### src/rtl/m68k_wb_bridge.sv
// Bridges the asynchronous 68000 bus-slave handshake onto a 32-bit big-endian
// Wishbone master. Each 68000 strobe cycle becomes exactly one Wishbone cycle.
module m68k_wb_bridge #(
    parameter int TIMEOUT = 15
) (
    input  logic        CLK_I,
    input  logic        RST_I,
    input  logic        AS_N,
    input  logic        UDS_N,
    input  logic        LDS_N,
    input  logic        RW,
    input  logic [23:1] A,
    input  logic [15:0] D_I,
    output logic [15:0] D_O,
    output logic        D_OE,
    output logic        DTACK_N,
    output logic        BERR_N,
    output logic [23:0] ADR_O,
    output logic [31:0] DAT_O,
    input  logic [31:0] DAT_I,
    output logic [3:0]  SEL_O,
    output logic        WE_O,
    output logic        CYC_O,
    output logic        STB_O,
    input  logic        ACK_I,
    input  logic        ERR_I
);

    localparam int CW = (TIMEOUT > 1) ? $clog2(TIMEOUT) : 1;
    localparam logic [CW-1:0] CNT_LAST = CW'(TIMEOUT - 1);

    typedef enum logic [1:0] {IDLE, BUS, ACKED, FAULT} state_t;

    state_t        state_q, state_d;
    logic [CW-1:0] cnt_q, cnt_d;
    logic [2:0]    strb_s1_q, strb_s1_d;   // {AS, UDS, LDS}, active low
    logic [2:0]    strb_s2_q, strb_s2_d;
    logic          cyc_q, cyc_d;
    logic          we_q, we_d;
    logic          a1_q, a1_d;
    logic [3:0]    sel_q, sel_d;
    logic [23:0]   adr_q, adr_d;
    logic [31:0]   dat_q, dat_d;
    logic [15:0]   d_o_q, d_o_d;
    logic          d_oe_q, d_oe_d;
    logic          dtack_n_q, dtack_n_d;
    logic          berr_n_q, berr_n_d;

    logic as_s, uds_s, lds_s;
    assign {as_s, uds_s, lds_s} = strb_s2_q;

    always_comb begin
        // NOTE: every _d starts as its _q so no path through the case leaves a
        // variable unassigned, which would otherwise infer a latch.
        state_d   = state_q;
        cnt_d     = cnt_q;
        strb_s1_d = {AS_N, UDS_N, LDS_N};
        strb_s2_d = strb_s1_q;
        cyc_d     = cyc_q;
        we_d      = we_q;
        a1_d      = a1_q;
        sel_d     = sel_q;
        adr_d     = adr_q;
        dat_d     = dat_q;
        d_o_d     = d_o_q;
        d_oe_d    = d_oe_q;
        dtack_n_d = dtack_n_q;
        berr_n_d  = berr_n_q;

        case (state_q)
            IDLE: begin
                if (!as_s && (!uds_s || !lds_s)) begin
                    state_d = BUS;
                    cnt_d   = '0;
                    cyc_d   = 1'b1;
                    we_d    = ~RW;
                    a1_d    = A[1];
                    adr_d   = {A[23:2], 2'b00};
                    dat_d   = {D_I, D_I};
                    // Even halfword sits in the upper lanes of a big-endian word.
                    sel_d   = A[1] ? {2'b00, ~uds_s, ~lds_s} : {~uds_s, ~lds_s, 2'b00};
                end
            end
            BUS: begin
                if (ERR_I || (!ACK_I && cnt_q == CNT_LAST)) begin
                    state_d  = FAULT;
                    cyc_d    = 1'b0;
                    we_d     = 1'b0;
                    berr_n_d = 1'b0;
                end else if (ACK_I) begin
                    state_d   = ACKED;
                    cyc_d     = 1'b0;
                    we_d      = 1'b0;
                    dtack_n_d = 1'b0;
                    if (!we_q) begin
                        d_o_d  = a1_q ? DAT_I[15:0] : DAT_I[31:16];
                        d_oe_d = 1'b1;
                    end
                end else begin
                    cnt_d = cnt_q + CW'(1);
                end
            end
            ACKED, FAULT: begin
                if (as_s) begin
                    state_d   = IDLE;
                    dtack_n_d = 1'b1;
                    berr_n_d  = 1'b1;
                    d_oe_d    = 1'b0;
                end
            end
            default: state_d = IDLE;
        endcase
    end

    // NOTE: sequential state uses non-blocking assignments only, so every flop
    // samples the pre-edge value of every other flop.
    always_ff @(posedge CLK_I) begin
        if (RST_I) begin
            state_q   <= IDLE;
            cnt_q     <= '0;
            strb_s1_q <= 3'b111;
            strb_s2_q <= 3'b111;
            cyc_q     <= 1'b0;
            we_q      <= 1'b0;
            a1_q      <= 1'b0;
            sel_q     <= '0;
            adr_q     <= '0;
            dat_q     <= '0;
            d_o_q     <= '0;
            d_oe_q    <= 1'b0;
            dtack_n_q <= 1'b1;
            berr_n_q  <= 1'b1;
        end else begin
            state_q   <= state_d;
            cnt_q     <= cnt_d;
            strb_s1_q <= strb_s1_d;
            strb_s2_q <= strb_s2_d;
            cyc_q     <= cyc_d;
            we_q      <= we_d;
            a1_q      <= a1_d;
            sel_q     <= sel_d;
            adr_q     <= adr_d;
            dat_q     <= dat_d;
            d_o_q     <= d_o_d;
            d_oe_q    <= d_oe_d;
            dtack_n_q <= dtack_n_d;
            berr_n_q  <= berr_n_d;
        end
    end

    assign CYC_O   = cyc_q;
    assign STB_O   = cyc_q;
    assign WE_O    = we_q;
    assign SEL_O   = sel_q;
    assign ADR_O   = adr_q;
    assign DAT_O   = dat_q;
    assign D_O     = d_o_q;
    assign D_OE    = d_oe_q;
    assign DTACK_N = dtack_n_q;
    assign BERR_N  = berr_n_q;

endmodule

### config.mk
export PLATFORM = sky130hd
export DESIGN_NAME = m68k_wb_bridge
export DESIGN_NICKNAME = d
export VERILOG_FILES = /design/src/rtl/m68k_wb_bridge.sv
export SDC_FILE = /design/constraint.sdc
export NUM_CORES = 1
export LEC_CHECK = 0
export ABC_AREA = 1
export CORE_MARGIN = 2
export CORE_UTILIZATION = 37
export CTS_BUF_LIST = sky130_fd_sc_hd__clkbuf_4
export CTS_CLUSTER_SIZE = 8
export DETAILED_ROUTE_END_ITERATION = 7
export HOLD_SLACK_MARGIN = 0.08
export PLACE_DENSITY = 0.83
export SETUP_SLACK_MARGIN = 0.2
export SYNTH_ARGS = -nofsm -noshare
export SYNTH_HDL_FRONTEND = slang
export SYNTH_SLANG_ARGS = --single-unit
### constraint.sdc
create_clock -name CLK_I -period 1.23 [get_ports CLK_I]
set_input_delay 0.246 -clock CLK_I [delete_from_list [all_inputs] [get_ports CLK_I]]
set_output_delay 0.246 -clock CLK_I [all_outputs]
set_load 0.03 [all_outputs]
**Yosys cells after proc, flatten, opt, wreduce, memory -nomap -nowiden**

Cells that the tools add are included.

- Bits in registers: 92
- Input port bits: 79

- Add/subtract/negate cells: 1
- Equality and inequality tests: 12
- Mux-type cells: 27
- Bitwise gates (word level): 5
- Reductions and logical operators: 20

Operator list:

| cell | number |
|---|---|
| $mux W16 | 1 |
| $mux W4 | 4 |
| $ne A2 B2 Y1 const B | 7 |
| $reduce_and A4 Y1 | 3 |
| $mux W1 | 11 |
| $pmux W1 S2 | 5 |
| $reduce_and A3 Y1 | 3 |
| $mux W2 | 4 |
| $pmux W4 S2 | 1 |
| $pmux W2 S3 | 1 |
| $not A1 Y1 | 5 |
| $reduce_and A5 Y1 | 1 |
| $add A4 B1 Y4 const B | 1 |
| $eq A2 B2 Y1 const B | 2 |
| $eq A4 B4 Y1 const B | 1 |
| $logic_not A1 Y1 | 4 |
| $reduce_bool A2 Y1 | 2 |
| $ne A3 B3 Y1 const B | 1 |
| $eq A2 B1 Y1 const B | 1 |
| $logic_and A1 B1 Y1 | 2 |
| $logic_not A2 Y1 | 1 |
| $logic_or A1 B1 Y1 | 2 |
| $reduce_and A2 Y1 | 1 |
| $reduce_or A2 Y1 | 1 |

**Logic depth before layout (Yosys ltp)**

- Depth after elaboration: 5
- Depth in mapped cells: 8

**Worst setup path after synthesis**

No wires, ideal clock.

- Path type: flip-flop to flip-flop
- Start: register cnt_q[0]
- End: register state_q[0]
- Library setup time: 117 ps
- Data arrival time: 1,109 ps
- Slack: 4 ps
- Stages on the path, launching flop included: 9
- Path buffers: 0
- Clock period less this slack: 1,226 ps
- Cell sequence: dfxtp_1 > inv_1 > ha_1 > nand3_1 > o21ai_0 > nand2_1 > nand2_1 > nor2_1 > nor2_1

- Longest elaborated chain between the ends: 5
- Elaborated cells on any way between the ends: 7
- Classes of those cells: eq/ne (2); mux (2); reduce/logical (3)

Ends and longest elaborated chain:

| element | RTL line | source |
|---|---|---|
| from (decl) | 35 | `logic [CW-1:0] cnt_q, cnt_d;` |
| from (signal assigned) | 135 | `cnt_q <= cnt_d;` |
| $eq A4 B4 Y1 * | 85 | `if (ERR_I \|\| (!ACK_I && cnt_q == CNT_LAST)) begin` |
| $logic_and A1 B1 Y1 * | 85 |  |
| $logic_or A1 B1 Y1 * | 85 |  |
| $ne A3 B3 Y1 (no source line) / $mux W2 (equally long branches) | n/a |  |
| $reduce_and A3 Y1 (no source line) / $pmux W2 S3 (equally long branches) | n/a |  |
| to (signal assigned) | 134 | `state_q <= state_d;` |
| to (decl) | 34 | `state_t state_q, state_d;` |

Every way passes the cells marked *; elsewhere a longest branch is shown, timed or not.
A chain may end at the register's enable or synchronous reset.

**Final worst setup path**

- Start: register state_q[0]
- End: register cnt_q[0]

- Longest elaborated chain between the ends: 3
- Elaborated cells on any way between the ends: 8
- Classes of those cells: eq/ne (4); mux (1); reduce/logical (3)

Ends and longest elaborated chain:

| element | RTL line | source |
|---|---|---|
| $eq A2 B1 Y1 / $logic_not A2 Y1 (equally long branches) | 70 | `case (state_q)` |
| $ne A2 B2 Y1 (no source line) / $reduce_bool A2 Y1 (equally long branches) | n/a |  |
| $reduce_and A4 Y1 (no source line) | n/a |  |

Several ways; a longest one is shown, not always the timed one.

==> flow_metrics.env <==
export IMPL_status="finished, violations left"
export IMPL_cts_tree="built"
export IMPL_dp_hpwl_um=6010
export IMPL_vdd_drop_max_mv=0.915
export IMPL_die_area_um2=9350
export IMPL_worstPathArrival_ns=1.63
export IMPL_detail_route_iter0_violations=86
export IMPL_dr_pass1_iters=4
export IMPL_finalSetupViolCount=6
export IMPL_yosysMostFrequentCell="nor2_1"
export IMPL_regToRegEndpoint="cnt_q[0]$_SDFFE_PP0P_"
export IMPL_synth_common_cells="nor2_1 (83), dfxtp_1 (76), o21ai_0 (68)"
export IMPL_vias=3230
export IMPL_crit_buf_inv=2
export IMPL_hp_class="input pin to flop"
export IMPL_worstSetupPathType="flop to flop"
export IMPL_yosysSeqAreaShare_pct=47.9
export IMPL_cap_violations=0
export IMPL_r2r_start="state_q[0]$_SDFFE_PP0P_"
export IMPL_htree_levels=3
export IMPL_async_reset_ff_share_pct=0
export IMPL_drive_above_1_share_pct=41.1
export IMPL_finClkSkew_ns=0.0164
export IMPL_synthTopCellsByArea="dfxtp_1 (48%), o21ai_0 (11%), nor2_1 (9.8%)"
export IMPL_cp_common_cell="nand2_4"
export IMPL_hold_violations=0
export IMPL_cp_max_fo=6
export IMPL_slew_viol_final=0
export IMPL_hold_path_end="strb_s1_q[1]$_SDFF_PP1_"
export IMPL_num_antenna_cells=0
export IMPL_gp_congestion=0.819
export IMPL_synth_cell_area_um2=3180
export IMPL_antenna_found_initial=0
export IMPL_num_fill_cells=630
export IMPL_path_cells="inv_4, nor2_4, buf_12, nand4_4, nand2_4, nand2_4, a21oi_4"
export IMPL_grt_pass1_vias=2982
export IMPL_clk_path_buf_depth=2
export IMPL_tns_ns=-0.139
export IMPL_dieWidth_um=96.7
export IMPL_cp_top_family="simple AND/OR/NAND/NOR gates"
export IMPL_grt_pass1_wl_um=14300
export IMPL_area_growth_syn_to_layout_pct=75.6
export IMPL_rrSetupSlack_ns=-0.05
export IMPL_whs_ns=0.378
export IMPL_cts_sinks=76
export IMPL_io_buffers=158
export IMPL_finalCritPeriodShare_pct=104
export IMPL_avgSynthCellArea_um2=7.46
export IMPL_violations="setup timing"
export IMPL_layout_setup_ws_ns=-0.0513
export IMPL_clock_fmax_ghz=0.780
export IMPL_viasPerCell=4.67
export IMPL_yosysWarnings=0
export IMPL_clkSlewWorstSetupHoldPaths_ns=0.12
export IMPL_slowest_delay_ns=0.39
export IMPL_dieHeight_um=96.7
export IMPL_wl_per_cell_um=13.4
export IMPL_synth_cell_types=28
export IMPL_worstRegToRegCells=7
export IMPL_cts_buffers=9
export IMPL_synth_edff_count=0
export IMPL_grt_use_total_pct=18.6
export IMPL_ant_nets=0
export IMPL_clk_latency_ns=0.42
export IMPL_slowest_stage="dfxtp_4"
export IMPL_num_rows=33
export IMPL_wl_um=9290
export IMPL_placedCellCount=662
export IMPL_rsz0062_at_grt="true"
export IMPL_min_period_ns=1.28
export IMPL_design_portCount=161
export IMPL_initial_core_util_pct=38.5
export IMPL_grt_max_degree=39
export IMPL_nets=664
export IMPL_core_area_um2=8260
export IMPL_drc=0
export IMPL_cp_required_ns=1.58
export IMPL_yosys_area_top_type="dfxtp_1"
export IMPL_ys_ff_latch=76
export IMPL_synth_main_ff_cell="dfxtp_1"
export IMPL_power_density_nw_per_um2=1210
export IMPL_yosys_area_top_type_share_pct=47.9
export IMPL_instances_no_fill=692
export IMPL_grt_remaining_overflow=0
export IMPL_power_leakage_nw=2.30
export IMPL_hp_start="UDS_N"
export IMPL_clockRootBuffer="clkbuf_4"
export IMPL_holdPathStages=2
export IMPL_endpoint_kind="flop"
export IMPL_critPathLaunchType="flop"
export IMPL_syn_inst=426
power breakdown:
part / internal, W / total (W) / switching (W)
sequential: 0.00266 / 0.00281 / 0.000158
clock: 0.00104 / 0.00190 / 0.000863
combinational: 0.00102 / 0.00203 / 0.00101
registers in the layout (all words and copies together), names as in the netlist:
name,flops
ADR_O,22
DAT_O,16
D_O,16
SEL_O,4
cnt_q,4
strb_s1_q,3
strb_s2_q,3
state_q,2
BERR_N,1
CYC_O,1
DTACK_N,1
D_OE,1
WE_O,1
a1_q,1
layer usage:
metal	up-vias	track usage [%]	wire length, um
li1	1639	-	-
met1	1445	21.3	3760
met2	129	32.7	4670
met3	17	5.20	646
met4	0	7.58	225
met5	-	0	0
kinds of logic (layout without fill, tap and decap cells):
| kind of cell | count (synthesis) | in the layout | synth area share, % |
|---|---|---|---|
| AOI/OAI and AO/OA | 105 | 105 | 16.7 |
| xor gates and xnor gates | 1 | 1 | 0.276 |
| adders and majority gates | 2 | 2 | 0.787 |
| buffers and inverters | 89 | 249 | 13.7 |
| DFF | 76 | 76 | 47.9 |
| other | 1 | 2 | 0.118 |
| and+or+nand+nor | 152 | 152 | 20.6 |
worst max path at each step:
stage          cells after the start               startpoint                endpoint  slack, ns
4_1_cts                            6  state_q[1]$_SDFFE_PP0P_  DAT_O[30]$_SDFFE_PP0P_    -0.0008
6_report                           7  state_q[0]$_SDFFE_PP0P_   cnt_q[0]$_SDFFE_PP0P_      -0.05
3_3_place_gp                       5                    ACK_I     D_O[0]$_SDFFE_PP0P_      -0.20
5_1_grt                            7  state_q[0]$_SDFFE_PP0P_   cnt_q[0]$_SDFFE_PP0P_      -0.12
2_1_floorplan                      6  state_q[0]$_SDFFE_PP0P_     D_O[6]$_SDFFE_PP0P_       0.07
3_5_place_dp                       5                    ACK_I     D_O[0]$_SDFFE_PP0P_      -0.26
cell type report:
class                   count  area [um2]  area share (%)
repair buffers            187        2030            36.4
flip-flops and latches     76        1640            29.4
multi-input cells         262        1410            25.3
inverters                  47         184            3.30
well taps                 105         131            2.35
clock inverters             5         101            1.82
clock buffers              10        75.1            1.34
through the flow:
| stage | total power, W | area, um2 | setup slack [ns] | utilization [%] |
|---|---|---|---|---|
| CTS | 0.00654 | 5340 | -0.000804 | 64.7 |
| detailed placement | 0.00440 | 4680 | -0.263 | 56.7 |
| finish | 0.00674 | 5580 | -0.0513 | 67.6 |
| floorplan | 0.00372 | 3250 | 0.0688 | - |
| global placement | 0.00437 | 4680 | -0.202 | 56.7 |
| global route | 0.00706 | 5580 | -0.122 | 67.6 |
timing repair:
action | CTS | global route
gates cloned | 0 | 2
hold buffers | 0 | 0
pin swaps | 7 | 8
gates resized for setup | 160 | 58
setup buffers | 7 | 6
endpoints found under the hold margin | 0 | 0
endpoints found under the setup margin | 150 | 150
layout by cell type, fill, tap and decap left out, types with 9 or more instances in the layout:
cell,count
buf_4,19
nand2_1,38
clkbuf_4,10
dfxtp_1,9
inv_1,44
dfxtp_2,52
o21ai_0,35
clkdlybuf4s50_1,78
nor2_1,82
o21ai_2,16
buf_6,80
o21ai_1,21
dfxtp_4,15
a21oi_1,21
Power figures use the tool's default switching activity.
